File: src/rtl/memory_arbiter_if.sv
`default_nettype none
// ============================================================================
// Module   : memory_arbiter_if
// Brief    : Requester (I/D) and memory-side bundle for memory_arbiter.
// Revision : 1.0 - initial release
// ============================================================================
interface memory_arbiter_if #(
    parameter int ADDR_WIDTH = 16,
    parameter int DATA_WIDTH = 64
);
    // Instruction-fetch requester
    logic                      i_valid;
    logic                      i_ready;
    logic                      i_wen;
    logic [ADDR_WIDTH-1:0]     i_addr;
    logic [DATA_WIDTH-1:0]     i_wdata;
    logic [DATA_WIDTH/8-1:0]   i_wmask;
    logic                      i_rvalid;
    logic [DATA_WIDTH-1:0]     i_rdata;

    // Load/store requester
    logic                      d_valid;
    logic                      d_ready;
    logic                      d_wen;
    logic [ADDR_WIDTH-1:0]     d_addr;
    logic [DATA_WIDTH-1:0]     d_wdata;
    logic [DATA_WIDTH/8-1:0]   d_wmask;
    logic                      d_rvalid;
    logic [DATA_WIDTH-1:0]     d_rdata;

    // Shared single-port memory
    logic                      mem_ready;
    logic                      mem_valid;
    logic                      mem_wen;
    logic [ADDR_WIDTH-1:0]     mem_addr;
    logic [DATA_WIDTH-1:0]     mem_wdata;
    logic [DATA_WIDTH/8-1:0]   mem_wmask;
    logic                      mem_rvalid;
    logic [DATA_WIDTH-1:0]     mem_rdata;

    // Arbiter view
    modport slave (
        input  i_valid, i_wen, i_addr, i_wdata, i_wmask,
        output i_ready, i_rvalid, i_rdata,
        input  d_valid, d_wen, d_addr, d_wdata, d_wmask,
        output d_ready, d_rvalid, d_rdata,
        input  mem_ready, mem_rvalid, mem_rdata,
        output mem_valid, mem_wen, mem_addr, mem_wdata, mem_wmask
    );

    // Environment view (requesters plus memory)
    modport master (
        output i_valid, i_wen, i_addr, i_wdata, i_wmask,
        input  i_ready, i_rvalid, i_rdata,
        output d_valid, d_wen, d_addr, d_wdata, d_wmask,
        input  d_ready, d_rvalid, d_rdata,
        output mem_ready, mem_rvalid, mem_rdata,
        input  mem_valid, mem_wen, mem_addr, mem_wdata, mem_wmask
    );
endinterface
`default_nettype wire

File: src/rtl/memory_arbiter.sv
`default_nettype none
// ============================================================================
// Module   : memory_arbiter
// Brief    : Round-robin I/D arbiter owning one outstanding memory transaction.
// Revision : 1.0 - initial release
// ============================================================================
module memory_arbiter #(
    parameter int ADDR_WIDTH = 16,
    parameter int DATA_WIDTH = 64
) (
    input  wire logic        clk,
    input  wire logic        rst,
    memory_arbiter_if.slave  bus
);
    localparam int                      c_mask_width = DATA_WIDTH / 8;
    localparam logic [ADDR_WIDTH-1:0]   c_zero_addr  = '0;
    localparam logic [DATA_WIDTH-1:0]   c_zero_data  = '0;
    localparam logic [c_mask_width-1:0] c_zero_mask  = '0;

    localparam logic [1:0] c_st_idle   = 2'd0;
    localparam logic [1:0] c_st_busy_i = 2'd1;
    localparam logic [1:0] c_st_busy_d = 2'd2;

    localparam logic c_port_i = 1'b0;
    localparam logic c_port_d = 1'b1;

    logic [1:0] r_state;
    logic       r_last_grant;

    logic w_resp_i;
    logic w_resp_d;
    logic w_can_issue;
    logic w_any_valid;
    logic w_grant_d;
    logic w_accept;

    // rst gates issue so every output is 0 while reset is asserted
    always_comb begin
        w_resp_i    = bus.mem_rvalid && (r_state == c_st_busy_i);
        w_resp_d    = bus.mem_rvalid && (r_state == c_st_busy_d);
        w_can_issue = !rst && bus.mem_ready
                      && ((r_state == c_st_idle) || bus.mem_rvalid);
        w_any_valid = bus.i_valid || bus.d_valid;
        w_grant_d   = bus.d_valid && (!bus.i_valid || (r_last_grant == c_port_i));
        w_accept    = w_can_issue && w_any_valid;
    end

    assign bus.i_ready   = w_accept && !w_grant_d;
    assign bus.d_ready   = w_accept && w_grant_d;
    assign bus.mem_valid = w_accept;

    always_comb begin
        bus.mem_wen   = 1'b0;
        bus.mem_addr  = c_zero_addr;
        bus.mem_wdata = c_zero_data;
        bus.mem_wmask = c_zero_mask;
        if (w_accept) begin
            if (w_grant_d) begin
                bus.mem_wen   = bus.d_wen;
                bus.mem_addr  = bus.d_addr;
                bus.mem_wdata = bus.d_wdata;
                bus.mem_wmask = bus.d_wmask;
            end else begin
                bus.mem_wen   = bus.i_wen;
                bus.mem_addr  = bus.i_addr;
                bus.mem_wdata = bus.i_wdata;
                bus.mem_wmask = bus.i_wmask;
            end
        end
    end

    assign bus.i_rvalid = w_resp_i;
    assign bus.d_rvalid = w_resp_d;
    assign bus.i_rdata  = w_resp_i ? bus.mem_rdata : c_zero_data;
    assign bus.d_rdata  = w_resp_d ? bus.mem_rdata : c_zero_data;

    // A response cycle may also accept the next request, chaining BUSY states
    always_ff @(posedge clk or posedge rst) begin
        if (rst) begin
            r_state      <= c_st_idle;
            r_last_grant <= c_port_i;
        end else if (w_accept) begin
            r_state      <= w_grant_d ? c_st_busy_d : c_st_busy_i;
            r_last_grant <= w_grant_d ? c_port_d : c_port_i;
        end else if (w_resp_i || w_resp_d) begin
            r_state      <= c_st_idle;
        end
    end
endmodule
`default_nettype wire
File: src/flat_wrapper.sv
// flat-port wrapper written by rule: the top's interface ports become plain ports
module memory_arbiter_flat 
#(
    parameter int ADDR_WIDTH = 16,
    parameter int DATA_WIDTH = 64
)
  (clk, rst, bus_i_valid, bus_i_wen, bus_i_addr, bus_i_wdata, bus_i_wmask, bus_i_ready, bus_i_rvalid, bus_i_rdata, bus_d_valid, bus_d_wen, bus_d_addr, bus_d_wdata, bus_d_wmask, bus_d_ready, bus_d_rvalid, bus_d_rdata, bus_mem_ready, bus_mem_rvalid, bus_mem_rdata, bus_mem_valid, bus_mem_wen, bus_mem_addr, bus_mem_wdata, bus_mem_wmask);
  memory_arbiter_if #(.ADDR_WIDTH(ADDR_WIDTH), .DATA_WIDTH(DATA_WIDTH)) bus_i ();
  input  wire logic clk;
  input  wire logic rst;
  input wire logic [$bits(bus_i.i_valid)-1:0] bus_i_valid;
  input wire logic [$bits(bus_i.i_wen)-1:0] bus_i_wen;
  input wire logic [$bits(bus_i.i_addr)-1:0] bus_i_addr;
  input wire logic [$bits(bus_i.i_wdata)-1:0] bus_i_wdata;
  input wire logic [$bits(bus_i.i_wmask)-1:0] bus_i_wmask;
  output wire logic [$bits(bus_i.i_ready)-1:0] bus_i_ready;
  output wire logic [$bits(bus_i.i_rvalid)-1:0] bus_i_rvalid;
  output wire logic [$bits(bus_i.i_rdata)-1:0] bus_i_rdata;
  input wire logic [$bits(bus_i.d_valid)-1:0] bus_d_valid;
  input wire logic [$bits(bus_i.d_wen)-1:0] bus_d_wen;
  input wire logic [$bits(bus_i.d_addr)-1:0] bus_d_addr;
  input wire logic [$bits(bus_i.d_wdata)-1:0] bus_d_wdata;
  input wire logic [$bits(bus_i.d_wmask)-1:0] bus_d_wmask;
  output wire logic [$bits(bus_i.d_ready)-1:0] bus_d_ready;
  output wire logic [$bits(bus_i.d_rvalid)-1:0] bus_d_rvalid;
  output wire logic [$bits(bus_i.d_rdata)-1:0] bus_d_rdata;
  input wire logic [$bits(bus_i.mem_ready)-1:0] bus_mem_ready;
  input wire logic [$bits(bus_i.mem_rvalid)-1:0] bus_mem_rvalid;
  input wire logic [$bits(bus_i.mem_rdata)-1:0] bus_mem_rdata;
  output wire logic [$bits(bus_i.mem_valid)-1:0] bus_mem_valid;
  output wire logic [$bits(bus_i.mem_wen)-1:0] bus_mem_wen;
  output wire logic [$bits(bus_i.mem_addr)-1:0] bus_mem_addr;
  output wire logic [$bits(bus_i.mem_wdata)-1:0] bus_mem_wdata;
  output wire logic [$bits(bus_i.mem_wmask)-1:0] bus_mem_wmask;
  assign bus_i.i_valid = bus_i_valid;
  assign bus_i.i_wen = bus_i_wen;
  assign bus_i.i_addr = bus_i_addr;
  assign bus_i.i_wdata = bus_i_wdata;
  assign bus_i.i_wmask = bus_i_wmask;
  assign bus_i_ready = bus_i.i_ready;
  assign bus_i_rvalid = bus_i.i_rvalid;
  assign bus_i_rdata = bus_i.i_rdata;
  assign bus_i.d_valid = bus_d_valid;
  assign bus_i.d_wen = bus_d_wen;
  assign bus_i.d_addr = bus_d_addr;
  assign bus_i.d_wdata = bus_d_wdata;
  assign bus_i.d_wmask = bus_d_wmask;
  assign bus_d_ready = bus_i.d_ready;
  assign bus_d_rvalid = bus_i.d_rvalid;
  assign bus_d_rdata = bus_i.d_rdata;
  assign bus_i.mem_ready = bus_mem_ready;
  assign bus_i.mem_rvalid = bus_mem_rvalid;
  assign bus_i.mem_rdata = bus_mem_rdata;
  assign bus_mem_valid = bus_i.mem_valid;
  assign bus_mem_wen = bus_i.mem_wen;
  assign bus_mem_addr = bus_i.mem_addr;
  assign bus_mem_wdata = bus_i.mem_wdata;
  assign bus_mem_wmask = bus_i.mem_wmask;
  memory_arbiter #(.ADDR_WIDTH(ADDR_WIDTH), .DATA_WIDTH(DATA_WIDTH)) u_core (.clk(clk), .rst(rst), .bus(bus_i));
endmodule
File: config.mk
export PLATFORM = sky130hd
export DESIGN_NAME = memory_arbiter_flat
export DESIGN_NICKNAME = d
export VERILOG_FILES = /design/src/rtl/memory_arbiter_if.sv /design/src/rtl/memory_arbiter.sv /design/src/flat_wrapper.sv
export SDC_FILE = /design/constraint.sdc
export NUM_CORES = 1
export LEC_CHECK = 0
export ABC_AREA = 0
export CORE_AREA = 2 2 182 184
export DETAILED_ROUTE_END_ITERATION = 12
export DIE_AREA = 0 0 184 186
export GPL_ROUTABILITY_DRIVEN = 0
export GPL_TIMING_DRIVEN = 0
export HOLD_SLACK_MARGIN = 0.08
export PLACE_DENSITY = 0.45
export SYNTH_ARGS = -nofsm -noshare
export SYNTH_HDL_FRONTEND = slang
export SYNTH_SLANG_ARGS = --single-unit
File: constraint.sdc
create_clock -name clk -period 4.6 [get_ports clk]
set_clock_uncertainty 0.1 [all_clocks]
set_input_delay 1.38 -clock clk [delete_from_list [all_inputs] [get_ports clk]]
set_output_delay 1.38 -clock clk [all_outputs]
set_load 0.01 [all_outputs]
# Yosys cells after proc, flatten, opt, wreduce, memory -nomap -nowiden
# Cells that the tools add are included.
[totals] reg_bits=3 input_bits=248 output_inout_bits=222 elab_cells=36
[classes] eq_ne=2 n_mux=14 bitwise_logic=1 reduce_logical=17
[ops] op="64-bit two-way mux" count=4
[ops] op="16-bit two-way mux" count=2
[ops] op="8-bit two-way mux" count=2
[ops] op="1-bit logical AND" count=8
[ops] op="2-bit two-way mux" count=3
[ops] op="1-bit logical OR" count=4
[ops] op="1-bit zero test" count=3
[ops] op="1-bit two-way mux" count=3
[ops] op="2-bit by 1-bit == test with 1-bit output, second input constant" count=1
[ops] op="2-bit == test, second input constant" count=1
[ops] op="2-bit zero test" count=1
[ops] op="2-bit nonzero test" count=1
[ops] op="1-bit inverter" count=1

# Longest topological paths before layout
[logic_depth] depth_word=5 depth_mapped=5 ltp_nobuf=3

# Worst setup path before layout
# Ideal clock, no wire load.
[synth_path] kind="in2out" start="input bus_d_valid" end="output bus_mem_wmask[0]" arrival_time_ns=2.157 required_ns=3.120 slack_ns=0.963 path_stages=5 path_buffers=2 path_cell_list="a21bo_2 > buf_2 > buf_2 > nand2_1 > a21oi_1"
[synth_between] elab_chain_cells=3 word_cells_on_any_way=5 cone_classes="mux: 2; reduce/logical: 3"
[synth_lines] item="from (decl)" line_no="flat_wrapper.sv:19" rtl="input wire logic [$bits(bus_i.d_valid)-1:0] bus_d_valid;"
[synth_lines] item="1-bit logical AND / 1-bit logical OR (equally long branches)" line_no="memory_arbiter.sv:44, memory_arbiter.sv:43"
[synth_lines] item="8-bit two-way mux / 1-bit logical AND (equally long branches)" line_no="memory_arbiter.sv:58, memory_arbiter.sv:45"
[synth_lines] item="8-bit two-way mux (*)" line_no="memory_arbiter.sv:57" rtl="if (w_accept) begin"
[synth_lines] item="to (decl)" line_no="flat_wrapper.sv:34" rtl="output wire logic [$bits(bus_i.mem_wmask)-1:0] bus_mem_wmask;"
# Mark *: on every way between the ends. The rest lies on a longest branch, timed or not.

# Final worst setup path
[layout_path] start="input bus_mem_rvalid" end="output bus_d_rdata[53]"
[layout_between] elab_chain_cells=2
[layout_lines] item="from (decl)" line_no="flat_wrapper.sv:28" rtl="input wire logic [$bits(bus_i.mem_rvalid)-1:0] bus_mem_rvalid;"
[layout_lines] item="1-bit logical AND" line_no="memory_arbiter.sv:40" rtl="w_resp_d = bus.mem_rvalid && (r_state == c_st_busy_d);"
[layout_lines] item="64-bit two-way mux" line_no="memory_arbiter.sv:75" rtl="assign bus.d_rdata = w_resp_d ? bus.mem_rdata : c_zero_data;"
[layout_lines] item="to (decl)" line_no="flat_wrapper.sv:26" rtl="output wire logic [$bits(bus_i.d_rdata)-1:0] bus_d_rdata;"
# No other way between the ends.

==> results.sh <==
export IMPL_final_cells=1348
export IMPL_finalMaxSlewViolations=0
export IMPL_wl_per_cell_um=15.3
export IMPL_peakVddDrop_uv=78.9
export IMPL_setup_violations=0
export IMPL_rr_endpoint="u_core.r_last_grant$_DFFE_PP0P_"
export IMPL_finalHoldViolations=0
export IMPL_p_clk_share_pct=12.9
export IMPL_worst_setup_hold_path_clk_slew_ns=0.03
export IMPL_cp_max_fo=10
export IMPL_final_antenna_net_count=0
export IMPL_ys_ff_latch=3
export IMPL_final_cell_area_sq_um=8200
export IMPL_viasPerCell=3.54
export IMPL_arrival_ns=2.99
export IMPL_final_core_util_pct=25.4
export IMPL_netlist_area_sq_um=2700
export IMPL_seqPwrFrac_pct=3.9
export IMPL_root_buffer="clkbuf_16"
export IMPL_h_tree_depth=1
export IMPL_ff2ff_setup_slack_ns=3.11
export IMPL_critPathRequiredTime_ns=3.12
export IMPL_final_cell_mix="clkdlybuf4s50_1 (374), nand2_1 (180), and2_1 (128)"
export IMPL_fin_tns_setup_ns=0
export IMPL_min_from="u_core.r_last_grant$_DFFE_PP0P_"
export IMPL_syn_area_per_cell_sq_um=5.81
export IMPL_placed_area_sq_um=7900
export IMPL_num_io_pins=470
export IMPL_p_sw_share_pct=40.0
export IMPL_initial_core_util_pct=8.37
export IMPL_r2r_cells=5
export IMPL_p_per_area_nw_per_um2=130
export IMPL_track_usage_pct=10.9
export IMPL_final_common_cell="clkdlybuf4s50_1"
export IMPL_slew_headroom_pct=71.9
export IMPL_finalWorstSetupSlack_ns=0.133
export IMPL_place_ws_ns=-0.476
export IMPL_numPortBuffers=469
export IMPL_syn_to_final_growth_pct=204
export IMPL_period_minus_slack_ns=4.47
export IMPL_drcViolationCount=0
export IMPL_fin_nets=1189
export IMPL_hold_depth=1
export IMPL_cts_sinks=3
export IMPL_drive_above_1_share_pct=15.2
export IMPL_grt_first_pass_wirelength_mm=28.6
export IMPL_maxCapViolations=0
export IMPL_worst_slew_pin_slew_ns=0.416
export IMPL_crit_type="input port to primary output"
export IMPL_numCtsBuffers=3
export IMPL_worst_setup_path_start_kind="input port"
export IMPL_ctsHoldBuffers=0
export IMPL_grt_overflow=0
export IMPL_dp_cells=1341
export IMPL_grt_pass1_vias=4657
export IMPL_yosysSeqAreaShare_pct=2.78
export IMPL_antenna_found_initial=0
export IMPL_hpwlAfterDp_mm=17.8
export IMPL_p_switching_mw=0.425
export IMPL_yosys_warnings=0
export IMPL_status="complete, no violations"
export IMPL_coreArea_sq_um=32200
export IMPL_p_int_mw=0.638
export IMPL_fmax_mhz=224
export IMPL_finalCritPeriodShare_pct=97.1
export IMPL_dr_pass1_iters=4
export IMPL_die_area_sq_um=34200
export IMPL_critPathCaptureType="primary output"
export IMPL_synthCells=464
export IMPL_antenna_cells=0
export IMPL_synth_distinct_cells=24
export IMPL_postRouteWirelength_mm=20.6
export IMPL_die_w_um=184
export IMPL_clk_insertion_delay_late_ns=0.22
export IMPL_hold_end="u_core.r_last_grant$_DFFE_PP0P_"
export IMPL_clockBufferDepth=2
export IMPL_grt_max_degree=11
export IMPL_min_path_type="register to register"
export IMPL_drt_iter0_markers=106
export IMPL_vias=4775
export IMPL_syn_nets=712
export IMPL_p_leak_nw=4.19
export IMPL_netlist_area_leader_share_pct=29.7
export IMPL_dieHeight_um=186
export IMPL_combPwrFrac_pct=83.2
export IMPL_synth_area_leaders="and2_1 (30%), a21oi_2 (26%), nand2_1 (25%), buf_6 (3.8%), buf_2 (3.7%)"
export IMPL_cts_tree="yes"
export IMPL_rows=66
export IMPL_timing_rr_start="u_core.r_state[0]$_DFFE_PP0P_"
export IMPL_yosysTopAreaCell="and2_1"
[cells in the mapped netlist]
master / number
a21oi_2: 80
clkbuf_2: 11
nor2_1: 4
clkbuf_1: 3
o311ai_0: 1
nand2_1: 180
a21oi_1: 9
a21bo_2: 1
dfrtp_1: 3
a21boi_1: 1
o221ai_1: 1
o21bai_1: 1
buf_6: 9
o211ai_1: 1
nand2b_1: 1
o21ai_0: 1
or3_1: 1
and3_1: 1
buf_2: 20
inv_1: 4
mux2_2: 1
nand4b_1: 1
and2_1: 128
buf_4: 1
[registers in the layout (all words and copies together) (netlist names)]
name	flops
u_core.r_state	2
u_core.r_last_grant	1
[per-stage QoR]
stage | hold WS [ns] | power, mW
after floorplan | 0.403 | 0.397
after global placement | 0.428 | 0.933
after detailed placement | 0.440 | 0.931
after CTS | 0.472 | 1.08
after global routing | 0.520 | 1.15
final | 0.494 | 1.06
[area by class of cell]
type / count / area (sq um)
Fill cell: 3546 / 24000
Multi-Input combinational cell: 413 / 2350
Clock buffer: 4 / 78.8
Sequential cell: 3 / 75.1
Timing Repair Buffer: 473 / 4840
Tap cell: 408 / 510
Inverter: 4 / 15.0
Buffer: 43 / 332
[how the worst max path moves through the flow]
stage	cells after the start	from	to	slack, ns
2_1_floorplan	5	bus_d_valid	bus_mem_wmask[0]	0.96
3_3_place_gp	7	bus_d_valid	bus_mem_wdata[16]	-0.47
3_5_place_dp	7	bus_d_valid	bus_mem_wdata[16]	-0.48
4_1_cts	7	bus_d_valid	bus_mem_wdata[23]	-0.29
5_1_grt	7	bus_mem_rvalid	bus_d_rdata[53]	-0.01
6_report	7	bus_mem_rvalid	bus_d_rdata[53]	0.13
[power groups by stage]
stage	sequential, mW	combinational, mW	clock [mW]
2_1_floorplan	0.0378	0.359	0
3_3_place_gp	0.0393	0.894	0
3_5_place_dp	0.0396	0.892	0
4_1_cts	0.0399	0.904	0.140
5_1_grt	0.0421	0.962	0.142
6_report	0.0410	0.885	0.137
[repair_timing]
item	in CTS	in global routing
gates cloned	1	0
gates resized for setup	54	98
setup buffers	3	0
setup endpoints to repair	217	193
[cell families (layout without fill, tap and decap cells)]
kind of cell / Yosys count / count (layout) / share of synthesized area [%]
buffers and inverters: 48 / 524 / 10.8
muxes: 1 / 1 / 0.418
AOI/OAI and AO/OA: 96 / 96 / 29.7
DFF: 3 / 3 / 2.78
and+or+nand+nor: 316 / 316 / 56.3
[routing by layer]
metal	global-route usage, %	share of wire (%)	up-vias
met3	2.48	8.8	10
met2	20.9	53	249
li1	-	-	2419
met5	0	0	-
met4	0.992	0.57	0
met1	12.7	38	2097
[critical path, stage by stage]
cell             delay [ns]
dlygate4sd2_1          0.28
nand2_1                0.09
nor2_2                 0.12
buf_4                  0.19
clkbuf_4               0.20
and2_1                 0.18
clkdlybuf4s50_1        0.54
No activity file was read; power rests on OpenSTA's default activity.
